**config.mk**
```make
export PLATFORM = sky130hd
export DESIGN_NAME = mat_feeder_flat
export DESIGN_NICKNAME = d
export VERILOG_FILES = /design/src/rtl/mat_pkg.sv /design/src/rtl/mat_feeder_if.sv /design/src/rtl/mat_skew_line.sv /design/src/rtl/mat_feeder.sv /design/src/flat_wrapper.sv
export SDC_FILE = /design/constraint.sdc
export NUM_CORES = 1
export LEC_CHECK = 0
export CORE_AREA = 5 5 252 254
export CTS_BUF_LIST = sky130_fd_sc_hd__clkbuf_4
export DETAILED_ROUTE_END_ITERATION = 10
export DIE_AREA = 0 0 257 259
export MAX_ROUTING_LAYER = met4
export PLACE_DENSITY = 0.81
export SYNTH_ARGS = -nofsm -noshare
export SYNTH_HDL_FRONTEND = slang
export SYNTH_SLANG_ARGS = --single-unit
export TNS_END_PERCENT = 5
```
**constraint.sdc**
```tcl
create_clock -name clock -period 2 [get_ports clock]
set_input_delay 0.2 -clock clock [delete_from_list [all_inputs] [get_ports clock]]
set_output_delay 0.2 -clock clock [all_outputs]
set_load 0.02 [all_outputs]
```
**src/rtl/mat_pkg.sv**
```systemverilog
// -----------------------------------------------------------------------------
// mat_pkg
// Shared definitions for the systolic-array weight/activation feeder.
//   WORD_W_DEFAULT : default lane word width (IEEE-754 single bit pattern)
//   N_DEFAULT      : default array dimension (lanes)
//   feeder_state_e : feeder FSM state encoding
// -----------------------------------------------------------------------------
package mat_pkg;

   localparam int unsigned WORD_W_DEFAULT = 32;
   localparam int unsigned N_DEFAULT      = 4;

   typedef enum logic [1:0] {
      W_FILL = 2'd0,
      LOAD   = 2'd1,
      STREAM = 2'd2,
      DRAIN  = 2'd3
   } feeder_state_e;

endpackage : mat_pkg

```
**src/rtl/mat_feeder_if.sv**
```systemverilog
// -----------------------------------------------------------------------------
// mat_feeder_if
// Groups the feeder's handshake and MatUnit-facing signals.
//   w_valid/w_ready/w_data : weight-row handshake, lane i at [i*WORD_W +: WORD_W]
//   x_valid/x_ready/x_data : activation-vector handshake, same lane packing
//   mat_load_weight        : MatUnit load_weight
//   mat_weight_progress    : MatUnit weight_progress, $clog2(2N) bits
//   mat_data_in            : skewed lane words to MatUnit data_in
//   busy                   : high whenever the feeder is not filling weights
// Modports: master = producer/consumer side, slave = feeder side.
// -----------------------------------------------------------------------------
interface mat_feeder_if
   import mat_pkg::*;
#(
   parameter int unsigned N      = N_DEFAULT,
   parameter int unsigned WORD_W = WORD_W_DEFAULT
);
   localparam int unsigned DW = N * WORD_W;
   localparam int unsigned PW = $clog2(2 * N);

   logic          w_valid;
   logic          w_ready;
   logic [DW-1:0] w_data;
   logic          x_valid;
   logic          x_ready;
   logic [DW-1:0] x_data;
   logic          mat_load_weight;
   logic [PW-1:0] mat_weight_progress;
   logic [DW-1:0] mat_data_in;
   logic          busy;

   modport master (
      output w_valid, w_data, x_valid, x_data,
      input  w_ready, x_ready, mat_load_weight, mat_weight_progress,
             mat_data_in, busy
   );

   modport slave (
      input  w_valid, w_data, x_valid, x_data,
      output w_ready, x_ready, mat_load_weight, mat_weight_progress,
             mat_data_in, busy
   );

endinterface : mat_feeder_if

```
**src/rtl/mat_skew_line.sv**
```systemverilog
// -----------------------------------------------------------------------------
// mat_skew_line
// Per-lane delay line of DEPTH registers (DEPTH = 0 is a straight wire).
//   clock   : rising-edge clock
//   reset_n : asynchronous active-low reset, clears every stage
//   d_i     : lane word in
//   q_o     : lane word delayed by DEPTH cycles
// -----------------------------------------------------------------------------
module mat_skew_line #(
   parameter int unsigned DEPTH = 0,
   parameter int unsigned WIDTH = 32
) (
   input  logic             clock,
   input  logic             reset_n,
   input  logic [WIDTH-1:0] d_i,
   output logic [WIDTH-1:0] q_o
);

   generate
      if (DEPTH == 0) begin : g_wire
         logic unused_clk_rst;
         assign unused_clk_rst = clock ^ reset_n;
         assign q_o = d_i;
      end else begin : g_pipe
         logic [WIDTH-1:0] pipe_q [DEPTH];

         always_ff @(posedge clock or negedge reset_n) begin
            if (!reset_n) begin
               for (int unsigned k = 0; k < DEPTH; k++) begin
                  pipe_q[k] <= '0;
               end
            end else begin
               pipe_q[0] <= d_i;
               for (int unsigned k = 1; k < DEPTH; k++) begin
                  pipe_q[k] <= pipe_q[k-1];
               end
            end
         end

         assign q_o = pipe_q[DEPTH-1];
      end
   endgenerate

endmodule : mat_skew_line

```
**src/rtl/mat_feeder.sv**
```systemverilog
// -----------------------------------------------------------------------------
// mat_feeder
// Buffers N weight rows, loads them diagonally into an N x N systolic MatUnit
// over 2N cycles, then streams skewed activation vectors until a new weight
// row is offered, drains the skew line and returns to weight filling.
//   clock   : sole clock, rising edge
//   reset_n : asynchronous active-low reset
//   bus     : mat_feeder_if slave modport (handshakes + MatUnit outputs)
// -----------------------------------------------------------------------------
module mat_feeder
   import mat_pkg::*;
#(
   parameter int unsigned N      = N_DEFAULT,
   parameter int unsigned WORD_W = WORD_W_DEFAULT
) (
   input  logic         clock,
   input  logic         reset_n,
   mat_feeder_if.slave  bus
);

   localparam int unsigned DW = N * WORD_W;
   localparam int unsigned PW = $clog2(2 * N);
   localparam int unsigned FW = $clog2(N);

   feeder_state_e state_q, state_d;
   logic [FW-1:0] fill_q, fill_d;
   logic [PW-1:0] cnt_q, cnt_d;      // LOAD progress, reused as DRAIN counter
   logic [DW-1:0] stage_q, stage_d;  // vector entering the skew lines
   logic [DW-1:0] wbuf_q [N];
   logic          w_fire;
   logic [DW-1:0] skew_out;

   // ---------------------------------------------------------------------------
   // State and datapath registers
   // ---------------------------------------------------------------------------
   always_ff @(posedge clock or negedge reset_n) begin
      if (!reset_n) begin
         state_q <= W_FILL;
         fill_q  <= '0;
         cnt_q   <= '0;
         stage_q <= '0;
      end else begin
         state_q <= state_d;
         fill_q  <= fill_d;
         cnt_q   <= cnt_d;
         stage_q <= stage_d;
      end
   end

   always_ff @(posedge clock or negedge reset_n) begin
      if (!reset_n) begin
         for (int unsigned k = 0; k < N; k++) begin
            wbuf_q[k] <= '0;
         end
      end else if (w_fire) begin
         wbuf_q[fill_q] <= bus.w_data;
      end
   end

   // ---------------------------------------------------------------------------
   // Next-state and stage selection.
   // The stage register sits in front of every skew line, so the value for
   // LOAD cycle p is staged one edge early: row 0 on the final fill handshake,
   // row p+1 during LOAD cycle p. Lane i therefore sees row (p-i) at cycle p,
   // and a vector accepted at edge t reaches lane i in cycle t+1+i. One side
   // effect: the last accepted vector's lane N-1 word is presented during the
   // first W_FILL cycle after DRAIN.
   // ---------------------------------------------------------------------------
   always_comb begin
      state_d = state_q;
      fill_d  = fill_q;
      cnt_d   = cnt_q;
      stage_d = '0;
      w_fire  = 1'b0;

      unique case (state_q)
         W_FILL: begin
            if (bus.w_valid) begin
               w_fire = 1'b1;
               if (fill_q == FW'(N - 1)) begin
                  fill_d  = '0;
                  stage_d = wbuf_q[0];
                  state_d = LOAD;
               end else begin
                  fill_d = fill_q + 1'b1;
               end
            end
         end

         LOAD: begin
            for (int unsigned k = 1; k < N; k++) begin
               if (cnt_q == PW'(k - 1)) begin
                  stage_d = wbuf_q[k];
               end
            end
            if (cnt_q == PW'(2 * N - 1)) begin
               cnt_d   = '0;
               state_d = STREAM;
            end else begin
               cnt_d = cnt_q + 1'b1;
            end
         end

         STREAM: begin
            if (bus.x_valid) begin
               stage_d = bus.x_data;
            end
            if (bus.w_valid) begin
               state_d = DRAIN;
            end
         end

         DRAIN: begin
            if (cnt_q == PW'(N - 2)) begin
               cnt_d   = '0;
               state_d = W_FILL;
            end else begin
               cnt_d = cnt_q + 1'b1;
            end
         end

         default: begin
            state_d = W_FILL;
            fill_d  = '0;
            cnt_d   = '0;
         end
      endcase
   end

   // ---------------------------------------------------------------------------
   // Skew lines: lane i delayed by i cycles
   // ---------------------------------------------------------------------------
   generate
      for (genvar i = 0; i < N; i++) begin : g_lane
         mat_skew_line #(
            .DEPTH (i),
            .WIDTH (WORD_W)
         ) u_skew (
            .clock   (clock),
            .reset_n (reset_n),
            .d_i     (stage_q[i*WORD_W +: WORD_W]),
            .q_o     (skew_out[i*WORD_W +: WORD_W])
         );
      end
   endgenerate

   // ---------------------------------------------------------------------------
   // Outputs (all derived from registers; ready lines masked during reset)
   // ---------------------------------------------------------------------------
   assign bus.w_ready             = reset_n && (state_q == W_FILL);
   assign bus.x_ready             = reset_n && (state_q == STREAM);
   assign bus.busy                = (state_q != W_FILL);
   assign bus.mat_load_weight     = (state_q == LOAD);
   assign bus.mat_weight_progress = (state_q == LOAD) ? cnt_q : '0;
   assign bus.mat_data_in         = skew_out;

endmodule : mat_feeder

```
**src/flat_wrapper.sv**
```systemverilog
// flat-port wrapper written by rule: the top's interface ports become plain ports
module mat_feeder_flat import mat_pkg::*;
#(
   parameter int unsigned N      = N_DEFAULT,
   parameter int unsigned WORD_W = WORD_W_DEFAULT
)
  (clock, reset_n, bus_w_valid, bus_w_data, bus_x_valid, bus_x_data, bus_w_ready, bus_x_ready, bus_mat_load_weight, bus_mat_weight_progress, bus_mat_data_in, bus_busy);
  mat_feeder_if #(.N(N), .WORD_W(WORD_W)) bus_i ();
  input  logic clock;
  input  logic reset_n;
  input wire logic [$bits(bus_i.w_valid)-1:0] bus_w_valid;
  input wire logic [$bits(bus_i.w_data)-1:0] bus_w_data;
  input wire logic [$bits(bus_i.x_valid)-1:0] bus_x_valid;
  input wire logic [$bits(bus_i.x_data)-1:0] bus_x_data;
  output wire logic [$bits(bus_i.w_ready)-1:0] bus_w_ready;
  output wire logic [$bits(bus_i.x_ready)-1:0] bus_x_ready;
  output wire logic [$bits(bus_i.mat_load_weight)-1:0] bus_mat_load_weight;
  output wire logic [$bits(bus_i.mat_weight_progress)-1:0] bus_mat_weight_progress;
  output wire logic [$bits(bus_i.mat_data_in)-1:0] bus_mat_data_in;
  output wire logic [$bits(bus_i.busy)-1:0] bus_busy;
  assign bus_i.w_valid = bus_w_valid;
  assign bus_i.w_data = bus_w_data;
  assign bus_i.x_valid = bus_x_valid;
  assign bus_i.x_data = bus_x_data;
  assign bus_w_ready = bus_i.w_ready;
  assign bus_x_ready = bus_i.x_ready;
  assign bus_mat_load_weight = bus_i.mat_load_weight;
  assign bus_mat_weight_progress = bus_i.mat_weight_progress;
  assign bus_mat_data_in = bus_i.mat_data_in;
  assign bus_busy = bus_i.busy;
  mat_feeder #(.N(N), .WORD_W(WORD_W)) u_core (.clock(clock), .reset_n(reset_n), .bus(bus_i));
endmodule
```
==> After elaboration in Yosys (flattened, before gate mapping) <==
Cells that the tools add are included.
{ "totals": {"ff_bits": 839, "elab_cells": 63} }
{ "op_classes": {"n_reduce_logical": 9, "bitwise": 1, "add_sub_neg": 2, "magnitude_cmp": 2, "n_eq_ne": 12, "muxes": 23} }
{ "op_table": {"columns": ["cell", "n"], "rows": [
  ["128-bit 2-to-1 mux", 7],
  ["512-bit bitwise mux", 1],
  ["128-bit one-hot mux with 3 select lines", 1],
  ["128-bit demux with 2-bit select", 1],
  ["2-bit 2-to-1 mux", 6],
  ["3-bit 2-to-1 mux", 3],
  ["2-bit one-hot mux with 4 select lines", 1],
  ["2-bit == test, second input constant", 3],
  ["2-bit by 1-bit inequality test with 1-bit output, second input constant", 3],
  ["3-bit one-hot mux with 2 select lines", 1],
  ["5-bit AND reduction", 1],
  ["2-bit inequality test, second input constant", 2],
  ["2-bit nonzero test", 2],
  ["3-bit by 1-bit adder with 3-bit output, second input constant", 1],
  ["3-bit by 1-bit == test with 1-bit output, second input constant", 1],
  ["3-bit by 2-bit == test with 1-bit output, second input constant", 1],
  ["3-bit == test, second input constant", 1],
  ["3-bit greater-or-equal comparator, second input constant", 1],
  ["1-bit logical AND", 3],
  ["3-bit logical NOT", 1],
  ["3-bit by 1-bit less-than comparator with 1-bit output, second input constant", 1],
  ["2-bit NOT with 3-bit output", 1],
  ["2-bit by 1-bit adder with 2-bit output, second input constant", 1],
  ["2-bit by 1-bit == test with 1-bit output, second input constant", 1],
  ["3 further kinds", 4]
]} }

==> Longest topological paths before layout <==
{ "logic_depth": {"word_depth": 6, "mapped_depth": 9} }

==> Cells and area by module <==
Synthesis repeated with hierarchy kept, for this count alone.
{ "hier_totals": {"hier_cells": 2357, "area_unflattened_um2": 33410.8} }
{ "modules_own_cells": {"columns": ["mod", "cells_per_inst", "area_each_um2", "n_inst"], "rows": [
  ["mat_feeder", 2069, 27885.5, 1],
  ["mat_skew_line at u_core.g_lane[3].u_skew", 128, 2642.5, 1],
  ["mat_skew_line at u_core.g_lane[2].u_skew", 96, 1841.8, 1],
  ["mat_skew_line at u_core.g_lane[1].u_skew", 32, 800.8, 1],
  ["mat_skew_line at u_core.g_lane[0].u_skew", 32, 240.2, 1]
]} }

==> Worst setup path before layout <==
No wires, ideal clock.
{ "synth_timing": {"kind": "register to register", "from": "register u_core.state_q[1]", "to": "register u_core.stage_q[0]", "stages_incl_launch_ff": 8, "setup_slack_ns": 0.182, "arrival_ns": 1.740, "required_ns": 1.922, "synth_period_minus_slack_ns": 1.818, "n_path_buf": 2, "cell_sequence": "dfrtp_1 > inv_1 > ha_1 > or3b_1 > buf_6 > buf_2 > a21oi_1 > o2bb2ai_1"} }
{ "synth_between": {"elab_chain_cells": 2, "word_cells_on_any_way": 4, "cone_classes": "eq/ne: 2; mux: 1; reduce/logical: 1"} }
{ "synth_lines": {"columns": ["element", "line", "rtl"], "rows": [
  ["start, declared", "mat_feeder.sv:25", "feeder_state_e state_q, state_d;"],
  ["start signal, assigned", "mat_feeder.sv:43", "state_q <= state_d;"],
  ["2-bit by 1-bit == test with 1-bit output", null, null],
  ["named net bus_mat_load_weight", "flat_wrapper.sv:17", "output wire logic [$bits(bus_i.mat_load_weight)-1:0] bus_mat_load_weight;"],
  ["128-bit one-hot mux with 3 select lines", "mat_feeder.sv:76", "unique case (state_q)"],
  ["named net u_core.stage_d[0]", "mat_feeder.sv:28", "logic [DW-1:0] stage_q, stage_d;"],
  ["end signal, assigned", "mat_feeder.sv:46", "stage_q <= stage_d;"],
  ["end, declared", "mat_feeder.sv:28", null]
]} }
The timed path passes the listed nets, and every way through them passes these cells.
A chain may end at the register's enable or synchronous reset.

==> Worst setup path in the final report <==
{ "layout_timing": {"from": "register u_core.state_q[0]", "to": "output bus_w_ready"} }
{ "layout_between": {"elab_chain_cells": 2} }
{ "layout_lines": {"columns": ["element", "line", "rtl"], "rows": [
  ["2-bit logical NOT", "mat_feeder.sv:150", "assign bus.w_ready = reset_n && (state_q == W_FILL);"],
  ["1-bit logical AND", "mat_feeder.sv:150", null],
  ["end, declared", "flat_wrapper.sv:15", "output wire logic [$bits(bus_i.w_ready)-1:0] bus_w_ready;"]
]} }
Every way passes these cells.

==> results.sh <==
export IMPL_synth_fp_nets=2825
export IMPL_multiInputGateArea_um2=12200
export IMPL_syn_area_um2=35000
export IMPL_ys_types=30
export IMPL_synth_most_common_cell="dfrtp_1"
export IMPL_synthFlopType="dfrtp_1"
export IMPL_cp_num_cells=5
export IMPL_syn_avg_cell_area_um2=13.7
export IMPL_fp_row_count=91
export IMPL_ys_ff_latch=839
export IMPL_maxSlewHeadroom_pct=45.1
export IMPL_place_detailed_hpwl_um=54300
export IMPL_ys_warn_count=0
export IMPL_grt_overflow_total=0
export IMPL_max_freq_ghz=0.444
export IMPL_portBuffers=394
export IMPL_clockBufferDepth=3
export IMPL_worst_pin_slew_ps=823
export IMPL_finClkSkew_ps=67.4
export IMPL_setup_viol=117
export IMPL_finalWorstSetupSlack_ps=-252
export IMPL_synth_top_cell_area_share_pct=60.0
export IMPL_outcome="complete, but fails checks"
export IMPL_place_area_um2=39800
export IMPL_crit_chain="inv_2 > ha_4 > buf_6 > and2_4 > buf_6"
export IMPL_ioPinCount=395
export IMPL_grt_antenna_before_repair=12
export IMPL_dp_slack_ps=-228
export IMPL_wire_per_inst_um=23.9
export IMPL_synth_cells=2551
export IMPL_clkSinkCount=839
export IMPL_grt_max_degree=141
export IMPL_critPathMaxStageDelay_ps=420
export IMPL_peakVddDrop_v=0.000860
export IMPL_setup_worst_path_class="reg -> out"
export IMPL_gp_congestion=0.904
export IMPL_synth_edff_count=0
export IMPL_final_net_count=3548
export IMPL_rr_worst_depth=9
export IMPL_drt_iter0_drc=1978
export IMPL_critPathBufInv=3
export IMPL_crit_slowest_cell="dfrtp_1"
export IMPL_dieArea_um2=66600
export IMPL_grt_pass1_vias=27028
export IMPL_cp_required_ps=1800
export IMPL_num_vias=24520
export IMPL_critical_path_top_delay_family="flip-flops"
export IMPL_drc=0
export IMPL_end_kind="primary output"
export IMPL_design_area_um2=45200
export IMPL_cellLeakagePower_nw=21.4
export IMPL_clk_pin_slew_ps=70
export IMPL_dieWidth_um=257
export IMPL_final_seq_area_um2=21000
export IMPL_crit_fanout=5
export IMPL_first_pass_iters=5
export IMPL_slew_viol_final=0
export IMPL_area_growth_pct=29.2
export IMPL_path_common_cell="buf_6"
export IMPL_clk_latency_ps=1070
export IMPL_grt_usage_pct=30.6
export IMPL_yosysTopAreaCell="dfrtp_1"
export IMPL_yosysSeqAreaShare_pct=60.0
export IMPL_layout_drive_gt1_share_pct=32.6
export IMPL_ys_async_sr_fraction_pct=100
export IMPL_numCtsBuffers=205
export IMPL_p_per_area_nw_per_um2=1440
export IMPL_finalCritPeriodShare_pct=113
export IMPL_drt_wl_total_um=101000
export IMPL_min_path_cells=5
export IMPL_synth_area_top_cells="dfrtp_1 60%, mux2_4 13%, mux2_2 6.6%, a21oi_1 3.7%, o2bb2ai_1 3.2%"
export IMPL_viasPerCell=5.81
export IMPL_max_cap_violations=0
export IMPL_grt_pass1_wl_um=156000
export IMPL_cts_tree="yes"
export IMPL_grt_setup_unrepaired="yes"
export IMPL_period_needed_ps=2250
export IMPL_arrival_ps=2050
export IMPL_coreArea_um2=61000
export IMPL_die_height_um=259
export IMPL_worstHoldPathType="in -> reg"
export IMPL_antenna_left=0
export IMPL_synthTopCellsByCount="839 x dfrtp_1, 308 x mux2_4, 258 x a21oi_1"
export IMPL_initial_core_util_pct=57.3
export IMPL_startpoint_type="flip-flop"
export IMPL_h_tree_depth=4
export IMPL_nFillCells=3513
export IMPL_hold_viol=0
export IMPL_clock_root_buffer="clkbuf_4"
export IMPL_violations="negative setup slack"
-- cells by family (layout without fill, tap and decap cells) --
family / Yosys count / in the layout / share of synthesized area [%]
flops: 839 / 839 / 60.0
buf+inv: 386 / 1251 / 6.25
other cells: 0 / 14 / 0
simple gates: 147 / 147 / 1.71
fa+ha+maj: 14 / 14 / 0.501
mux: 515 / 515 / 19.9
compound gates: 650 / 650 / 11.7
-- worst reg2reg max path: cells and delay by family, from the launching register on --
family | cells | cell delay, ps
fa+ha+maj | 1 | 170
buf+inv | 5 | 780
simple gates | 2 | 260
mux | 1 | 470
flops | 1 | 400
-- state kept, by name, indices dropped and copies added (netlist names) --
signal	count
u_core.g_lane.u_skew.g_pipe.pipe_q	96
u_core.state_q	2
u_core.stage_q	128
u_core.cnt_q	3
u_core.wbuf_q	512
u_core.fill_q	2
u_core.g_lane.u_skew.q_o	96
-- metrics by stage --
step / instances / TNS, ps / power (mW) / utilization, % / hold slack (ps)
detailed placement: 3592 / -12480 / 49.4 / 65.2 / 1.29
finish: 4220 / -9760 / 65.3 / 74.0 / 204
global route: 4218 / -12870 / 68.4 / 74.0 / 150
global placement: 3592 / -8240 / 48.0 / 65.2 / 0.113
floorplan: 2551 / 0 / 41.8 / - / -95.6
CTS: 4204 / -1960 / 63.8 / 73.7 / 115
-- layout make-up --
class                           count  area share (%)
Clock inverter                     59           0.750
Inverter                          137            1.14
Clock buffer                      290            4.82
Tap cell                          790            2.19
Multi-Input combinational cell   1326            27.0
Sequential cell                   839            46.5
Timing Repair Buffer              765            17.6
Antenna cell                       14          0.0775
-- cells in the final DEF, fill, tap and decap left out, types with 3 or more instances in the layout --
cell type / n
dfrtp_1: 839
diode_2: 14
a22oi_2: 35
buf_16: 4
dlygate4sd3_1: 259
buf_4: 47
clkdlybuf4s15_1: 22
mux2_4: 312
buf_6: 19
inv_1: 134
clkdlybuf4s15_2: 53
o2bb2ai_1: 124
a21oi_2: 6
nand2_1: 130
dlygate4sd2_1: 5
inv_2: 4
clkbuf_2: 23
buf_2: 25
a22oi_1: 93
o2bb2ai_2: 4
clkbuf_4: 290
nand2_8: 3
buf_12: 49
o21ai_0: 130
and2_4: 7
mux2_2: 202
ha_4: 7
ha_1: 7
clkdlybuf4s50_1: 258
a21oi_1: 252
clkinvlp_4: 3
inv_6: 4
clkinv_2: 9
clkinv_1: 37
-- report_power, final --
part / total, mW / leakage (nW) / internal (mW) / switching (mW)
Clock: 14.2 / 1.49 / 6.94 / 7.30
Combinational: 23.1 / 9.18 / 11.7 / 11.4
Sequential: 28.0 / 10.7 / 23.8 / 4.17
-- path summary, 6_finish.rpt --
| path | from | endpoint | slack [ps] |
|---|---|---|---|
| hold reg to reg | u_core.stage_q[81]$_DFF_PN0_ | u_core.g_lane[2].u_skew.g_pipe.pipe_q[49]$_DFF_PN0_ | 310 |
| setup reg to reg | u_core.state_q[0]$_DFFE_PN0P_ | u_core.wbuf_q[239]$_DFFE_PN0P_ | -180 |
| hold / removal | bus_x_valid | u_core.stage_q[115]$_DFF_PN0_ | 200 |
| setup / recovery | u_core.state_q[0]$_DFFE_PN0P_ | bus_w_ready | -250 |
| min in group asynchronous | reset_n | u_core.wbuf_q[17]$_DFFE_PN0P_ | 250 |
| max in group asynchronous | reset_n | u_core.g_lane[3].u_skew.g_pipe.pipe_q[78]$_DFF_PN0_ | 200 |
-- per-layer routing --
metal	GRT usage, %	up-vias	wire, um
li1	-	10448	-
met5	-	-	0
met4	14.7	0	4460
met3	6.71	315	6430
met2	50.6	1229	51900
met1	36.1	12528	38100
-- what timing repair did --
| item | 4_1_cts | 5_1_grt |
|---|---|---|
| pin swaps | 2 | 8 |
| setup buffers | 4 | 2 |
| hold endpoints to repair | 1480 | 0 |
| endpoints found under the setup margin | 181 | 125 |
| resized for setup | 392 | 110 |
| hold buffers | 259 | 0 |
No activity file was read; power rests on OpenSTA's default activity.
